==> src/rtl/debounce_scheduler.sv <==
// Time-shared debouncer: one saturating-counter datapath sweeps all channels, one per clock, after each prescaler tick.
// Result for channel k is visible k+2 cycles after the tick. There is no backpressure; a tick that lands mid-sweep is dropped and flagged.
module debounce_scheduler #(
    parameter int N_CH       = 4,
    parameter int FACTOR_POW = 6,
    parameter int TICK_DIV   = 64
) (
    input  logic            clk_i,
    input  logic            rst_i,
    input  logic [N_CH-1:0] in,
    output logic [N_CH-1:0] out,
    output logic [N_CH-1:0] press_o,
    output logic [N_CH-1:0] release_o,
    output logic            busy_o,
    output logic            overrun_o
);

    localparam int CH_W = (N_CH > 1) ? $clog2(N_CH) : 1;
    localparam int PR_W = $clog2(TICK_DIV);
    localparam logic [CH_W-1:0] LAST_CH = CH_W'(N_CH - 1);
    localparam logic [PR_W-1:0] PR_MAX  = PR_W'(TICK_DIV - 1);

    typedef enum logic {
        IDLE,
        SCAN
    } state_t;

    state_t                state;
    logic [CH_W-1:0]       ch;
    logic [PR_W-1:0]       presc;
    logic                  tick;
    logic [N_CH-1:0]       s0;
    logic [N_CH-1:0]       s1;
    logic [FACTOR_POW-1:0] cnt [N_CH];
    logic [FACTOR_POW-1:0] cur_cnt;
    logic [FACTOR_POW-1:0] upd_cnt;
    logic                  new_lvl;

    // Two-flop synchroniser; the datapath only ever looks at s1.
    always_ff @(posedge clk_i) begin
        if (rst_i) begin
            s0 <= '0;
            s1 <= '0;
        end else begin
            s0 <= in;
            s1 <= s0;
        end
    end

    always_ff @(posedge clk_i) begin
        if (rst_i) begin
            presc <= '0;
        end else if (presc == PR_MAX) begin
            presc <= '0;
        end else begin
            presc <= presc + PR_W'(1);
        end
    end

    assign tick   = (presc == PR_MAX);
    assign busy_o = (state == SCAN);

    // Saturating step for the channel currently being serviced.
    always_comb begin
        cur_cnt = cnt[ch];
        upd_cnt = cur_cnt;
        if (s1[ch]) begin
            if (cur_cnt != '1) begin
                upd_cnt = cur_cnt + FACTOR_POW'(1);
            end
        end else if (cur_cnt != '0) begin
            upd_cnt = cur_cnt - FACTOR_POW'(1);
        end
        new_lvl = upd_cnt[FACTOR_POW-1];
    end

    always_ff @(posedge clk_i) begin
        if (rst_i) begin
            state     <= IDLE;
            ch        <= '0;
            out       <= '0;
            press_o   <= '0;
            release_o <= '0;
            overrun_o <= 1'b0;
            for (int i = 0; i < N_CH; i++) begin
                cnt[i] <= '0;
            end
        end else begin
            press_o   <= '0;
            release_o <= '0;
            case (state)
                IDLE: begin
                    if (tick) begin
                        state <= SCAN;
                        ch    <= '0;
                    end
                end
                SCAN: begin
                    cnt[ch]       <= upd_cnt;
                    out[ch]       <= new_lvl;
                    press_o[ch]   <= new_lvl & ~out[ch];
                    release_o[ch] <= ~new_lvl & out[ch];
                    // Sweeps are never queued; a late tick is lost for good.
                    if (tick) begin
                        overrun_o <= 1'b1;
                    end
                    if (ch == LAST_CH) begin
                        state <= IDLE;
                    end else begin
                        ch <= ch + CH_W'(1);
                    end
                end
                default: state <= IDLE;
            endcase
        end
    end

endmodule

==> config.mk <==
export PLATFORM = sky130hd
export DESIGN_NAME = debounce_scheduler
export DESIGN_NICKNAME = d
export VERILOG_FILES = /design/src/rtl/debounce_scheduler.sv
export SDC_FILE = /design/constraint.sdc
export NUM_CORES = 1
export LEC_CHECK = 0
export ABC_AREA = 1
export CORE_MARGIN = 3
export CORE_UTILIZATION = 48
export CTS_BUF_LIST = sky130_fd_sc_hd__clkbuf_2 sky130_fd_sc_hd__clkbuf_4 sky130_fd_sc_hd__clkbuf_8
export DETAILED_ROUTE_END_ITERATION = 10
export MAX_ROUTING_LAYER = met4
export PLACE_DENSITY_LB_ADDON = 0.1
export SETUP_SLACK_MARGIN = 0.02
export SYNTH_ARGS = -nofsm -noshare
export SYNTH_HDL_FRONTEND = slang
export SYNTH_SLANG_ARGS = --single-unit
export TNS_END_PERCENT = 10
==> constraint.sdc <==
create_clock -name clk_i -period 6.2 [get_ports clk_i]
set_input_delay 1.24 -clock clk_i [delete_from_list [all_inputs] [get_ports clk_i]]
set_output_delay 1.24 -clock clk_i [all_outputs]
set_load 0.01 [all_outputs]
* After elaboration in Yosys (flattened, before gate mapping) *
Memory sizes are Yosys's and may differ from the RTL's. A register that Yosys moved wholly into a read port is not among the register bits.
Cells that the tools add are included.
W data, S select, Z words.

storage, ports and cells
  register bits = 30
  bits in writable memories = 24
  input port bits = 6
  output and inout bits = 14
  word-level logic and storage cells = 61
  memories kept = 1

memories
  name  depth  width  read ports  clocked after memory_dff  write ports  RTL line  source
  cnt   4      6      1           1                         4            34        logic [FACTOR_POW-1:0] cnt [N_CH];

operators by class
  add/sub/neg operators = 4
  magnitude comparators = 2
  equal/unequal tests = 5
  muxes and demuxes = 26
  bitwise logic cells = 7
  reductions and logical operators = 7

operators with widths
  kind                   number
  $mux W6                4
  $add A6 B1 Y6 const B  2
  $mux W1                11
  $mux W2                5
  $and A4 B4 Y4          2
  $eq A6 B6 Y1 const B   1
  $ne A6 B6 Y1 const B   1
  $reduce_bool A6 Y1     1
  $reduce_or A6 Y1       1
  $sub A6 B1 Y6 const B  1
  $bmux W1 S2            2
  $bwmux W4              1
  $ne A2 B2 Y1 const B   2
  $pmux W2 S2            1
  $reduce_and A2 Y1      2
  $reduce_or A2 Y1       2
  $lt A2 B3 Y1 const B   1
  $not A1 Y1             3
  $add A2 B1 Y2 const B  1
  $and A1 B1 Y1          2
  $demux W1 S2           1
  $eq A2 B2 Y1 const B   1
  $ge A2 B1 Y1 const B   1
  $pmux W1 S2            1
  $logic_and A1 B1 Y1    1

* Longest topological paths before layout *
  depth after elaboration = 6
  depth in mapped cells = 17
  mapped depth without buffers = 16

* Least setup slack after synthesis *
No wires, ideal clock.

  kind = input to register
  start = input rst_i
  end = memory cnt[0][0] (enable)
  library setup time = 318 ps
  arrival = 2010 ps
  data required time = 5882 ps
  path slack = 3872 ps
  cell stages on the path = 5
  buffers on the path = 0
  cells stage by stage = nor2_1 -> inv_1 -> nor2_1 -> nand2_1 -> nand2_1

RTL lines
  item             RTL line  source
  start, declared  9         input logic rst_i,
  end, declared    34

==> flow_summary.yaml <==
timing:
  rsz0062_at_grt: "no"
  max_freq_ghz: 0.3394
  finalCriticalPeriod_ns: 2.947
  setup_violations: 0
  whs_ns: 0.4059
  finClkSkew_ns: 0.009946
  period_share_pct: 47.53
  hold_viol: 0
  drv_slew: 0
  worstMarginPinSlew_ns: 0.8636
  slew_headroom_pct: 41.94
  fin_tns_setup_ns: 0
global_route:
  gr-total-overflow: 0
  grt_pass1_vias: 1742
  antenna_found_initial: 0
  grt_pass1_wl_mm: 8.238
  grt_max_degree: 19
  grt_usage_pct: 17.37
run_status:
  status: "completed"
detailed_routing:
  first_iter_violations: 139
  first_pass_iters: 4
  wl_per_cell_um: 12.47
  postRouteAntennaNets: 0
  viasPerCell: 4.806
  drc: 0
  vias: 1860
  routed_wl_mm: 4.824
yosys:
  synth_seq_area_share_pct: 52.71
  synth_fa_ha_area_share_pct: 3.876
  synth.avg_cell_area_um2: 8.754
  synth_cell_types: 28
  syn_area_um2: 2582
  synth_compound_area_share_pct: 5.814
  synth_mux_area_share_pct: 0
  ys_ff_latch: 56
  synthSimpleGateAreaFrac_pct: 29.36
  synth_top_family_by_area: "simple AND/OR/NAND/NOR gates"
  syn_inst: 295
  syn_nets: 309
  yosys_warnings: 0
  synth_xor_xnor_area_share_pct: 2.374
placement:
  placed_cell_area_um2: 2829
  place_hpwl_mm: 3.690
  place_congestion: 0.8005
  dp_cells: 379
  portBuffers: 19
pwr:
  report.power.total_uw: 635.1
  switching_share_pct: 23.24
  p_sw_uw: 147.6
  max-vdd-ir-drop_mv: 0.1772
  powerDensity_nw_per_um2: 217.5
  p_clk_share_pct: 31.2
  power.leakage_uw: 0.001186
  p_seq_share_pct: 62.3
  p_comb_share_pct: 6.5
  intPower_uw: 487.5
cts:
  root_buffer: "clkbuf_8"
  cts_setup_buffers: 0
  cts_tree: "built"
  insertion_delay_ns: 0.31
  cts_buffer_depth: 2
  cts_made_buffers: 5
  ctsHoldBuffers: 0
  cts.sinks: 56
  cts_max_level: 2
  cts.repair.resized: 0
  clk_pin_slew_worst_paths_ns: 0.10
layout:
  fin_area_um2: 2920
  diodes: 0
  layout-drive-gt1-share_pct: 12.62
  fin_cells: 387
  syn2layout_area_growth_pct: 13.08
  nets: 330
setup_path:
  crit_path_top_delay_cell: "clkdlybuf4s50_1"
  cp-start-kind: "input pin"
  crit_buf_inv: 2
  path_delay_family: "simple AND/OR/NAND/NOR gates"
  cp.arrival_ns: 2.95
  slowest_delay_ns: 0.61
  path_class: "in -> reg"
  crit_chain: "clkdlybuf4s50_1 > nor2_1 > inv_1 > nor2_1 > nand2_1 > nand2_1"
  cp_max_fo: 12
  end_kind: "flop"
  critPathRequiredTime_ns: 6.21
floorplan:
  io-pin-count: 20
  start_util_pct: 50.24
  die_x_um: 79.35
  die_area_um2: 6296
  num_rows: 26
  core_area_um2: 5140
  die_y_um: 79.35
hold_path:
  worstHoldPathType: "reg -> reg"
job:
  maxCapViolCount: 0
cells in the final DEF (no fill, tap or decap), types with 2 or more instances in the layout:
cell	count
a21oi_1	10
clkbuf_8	5
clkdlybuf4s50_1	19
dfxtp_1	32
edfxtp_1	24
ha_1	8
inv_1	25
inv_2	7
nand2_1	61
nand2_2	4
nand2_4	4
nand3_1	19
nand3_2	9
nand4_1	2
nor2_1	49
nor2_2	7
nor3b_1	2
o21ai_0	13
o21ai_1	2
xnor2_1	3
xor2_1	4
cells in the mapped netlist:
| cell type | instances | area [um2] |
|---|---|---|
| nand2_1 | 61 | 229.0 |
| nor2_1 | 49 | 183.9 |
| dfxtp_1 | 32 | 640.6 |
| inv_1 | 25 | 93.84 |
| edfxtp_1 | 24 | 720.7 |
| nand3_1 | 19 | 95.09 |
| o21ai_0 | 13 | 65.06 |
| a21oi_1 | 10 | 50.05 |
| nand3_2 | 9 | 90.09 |
| ha_1 | 8 | 100.1 |
| inv_2 | 7 | 26.28 |
| nor2_2 | 7 | 43.79 |
| nand2_2 | 4 | 25.02 |
| nand2_4 | 4 | 45.04 |
| xor2_1 | 4 | 35.03 |
| xnor2_1 | 3 | 26.28 |
| clkbuf_1 | 2 | 7.510 |
| nand4_1 | 2 | 12.51 |
| nor3b_1 | 2 | 15.01 |
| o21ai_1 | 2 | 10.01 |
| buf_2 | 1 | 5.000 |
| buf_4 | 1 | 7.510 |
| buf_6 | 1 | 11.26 |
| nand3b_1 | 1 | 7.510 |
| nor2_4 | 1 | 11.26 |
| o21bai_2 | 1 | 11.26 |
| o22ai_1 | 1 | 6.260 |
| o31ai_1 | 1 | 7.510 |
worst min-delay path, stage by stage, from the launching register on:
cell     delay (ns)
dfxtp_1        0.31
inv_1          0.04
nor2_1         0.03
power groups by stage:
stage               sequential (uW)  clock [uW]  combinational [uW]
global route                    397         221                46.0
detailed placement              404           0                40.9
CTS                             396         203                41.2
floorplan                       403           0                30.1
global placement                404           0                40.8
finish                          396         198                41.2
per-stage QoR:
| step | utilization, % | setup slack, ns |
|---|---|---|
| finish | 56.82 | 3.253 |
| global route | 56.82 | 3.016 |
| CTS | 56.82 | 3.251 |
| detailed placement | 55.04 | 2.924 |
| global placement | 55.04 | 2.964 |
| floorplan | - | 3.872 |
path summary, 6_finish.rpt:
| path | slack, ns | to | depth (start not counted) | startpoint |
|---|---|---|---|---|
| worst max-delay path | 3.25 | cnt[0][2]$_SDFFCE_PN0P_ | 6 | rst_i |
| worst min-delay path | 0.41 | s1[1]$_SDFF_PP0_ | 2 | s0[1]$_SDFF_PP0_ |
| worst max register to register | 3.49 | cnt[1][0]$_SDFFCE_PN0P_ | 13 | flop |
| worst min register to register | 0.41 | s1[1]$_SDFF_PP0_ | 2 | s0[1]$_SDFF_PP0_ |
registers in the layout, summed over array words and instances (netlist names), named ones only:
name	cells
cnt	24
presc	6
out	4
press_o	4
release_o	4
s0	4
s1	4
ch	2
busy_o	1
overrun_o	1
cell type report:
cell class | instances | area, um2
Fill cell | 479 | 2220
Sequential cell | 56 | 1361
Multi-Input combinational cell | 202 | 1070
Timing Repair Buffer | 19 | 190.2
Inverter | 32 | 120.1
Tap cell | 70 | 87.58
Clock buffer | 5 | 68.82
Clock inverter | 3 | 22.52
logic make-up after synthesis:
group,Yosys count
fa+ha+maj,8
compound gates,28
simple gates,159
flops,56
xor+xnor,7
buf+inv,37
metal layers:
layer / up-vias / GRT usage [%] / part of all wire (%)
met2: 28 / 26.77 / 47
met3: 6 / 2.721 / 2.8
met1: 834 / 23.45 / 49
met5: - / - / 0
met4: 0 / 6.014 / 1.2
li1: 992 / - / -
No activity file was read; power rests on OpenSTA's default activity.
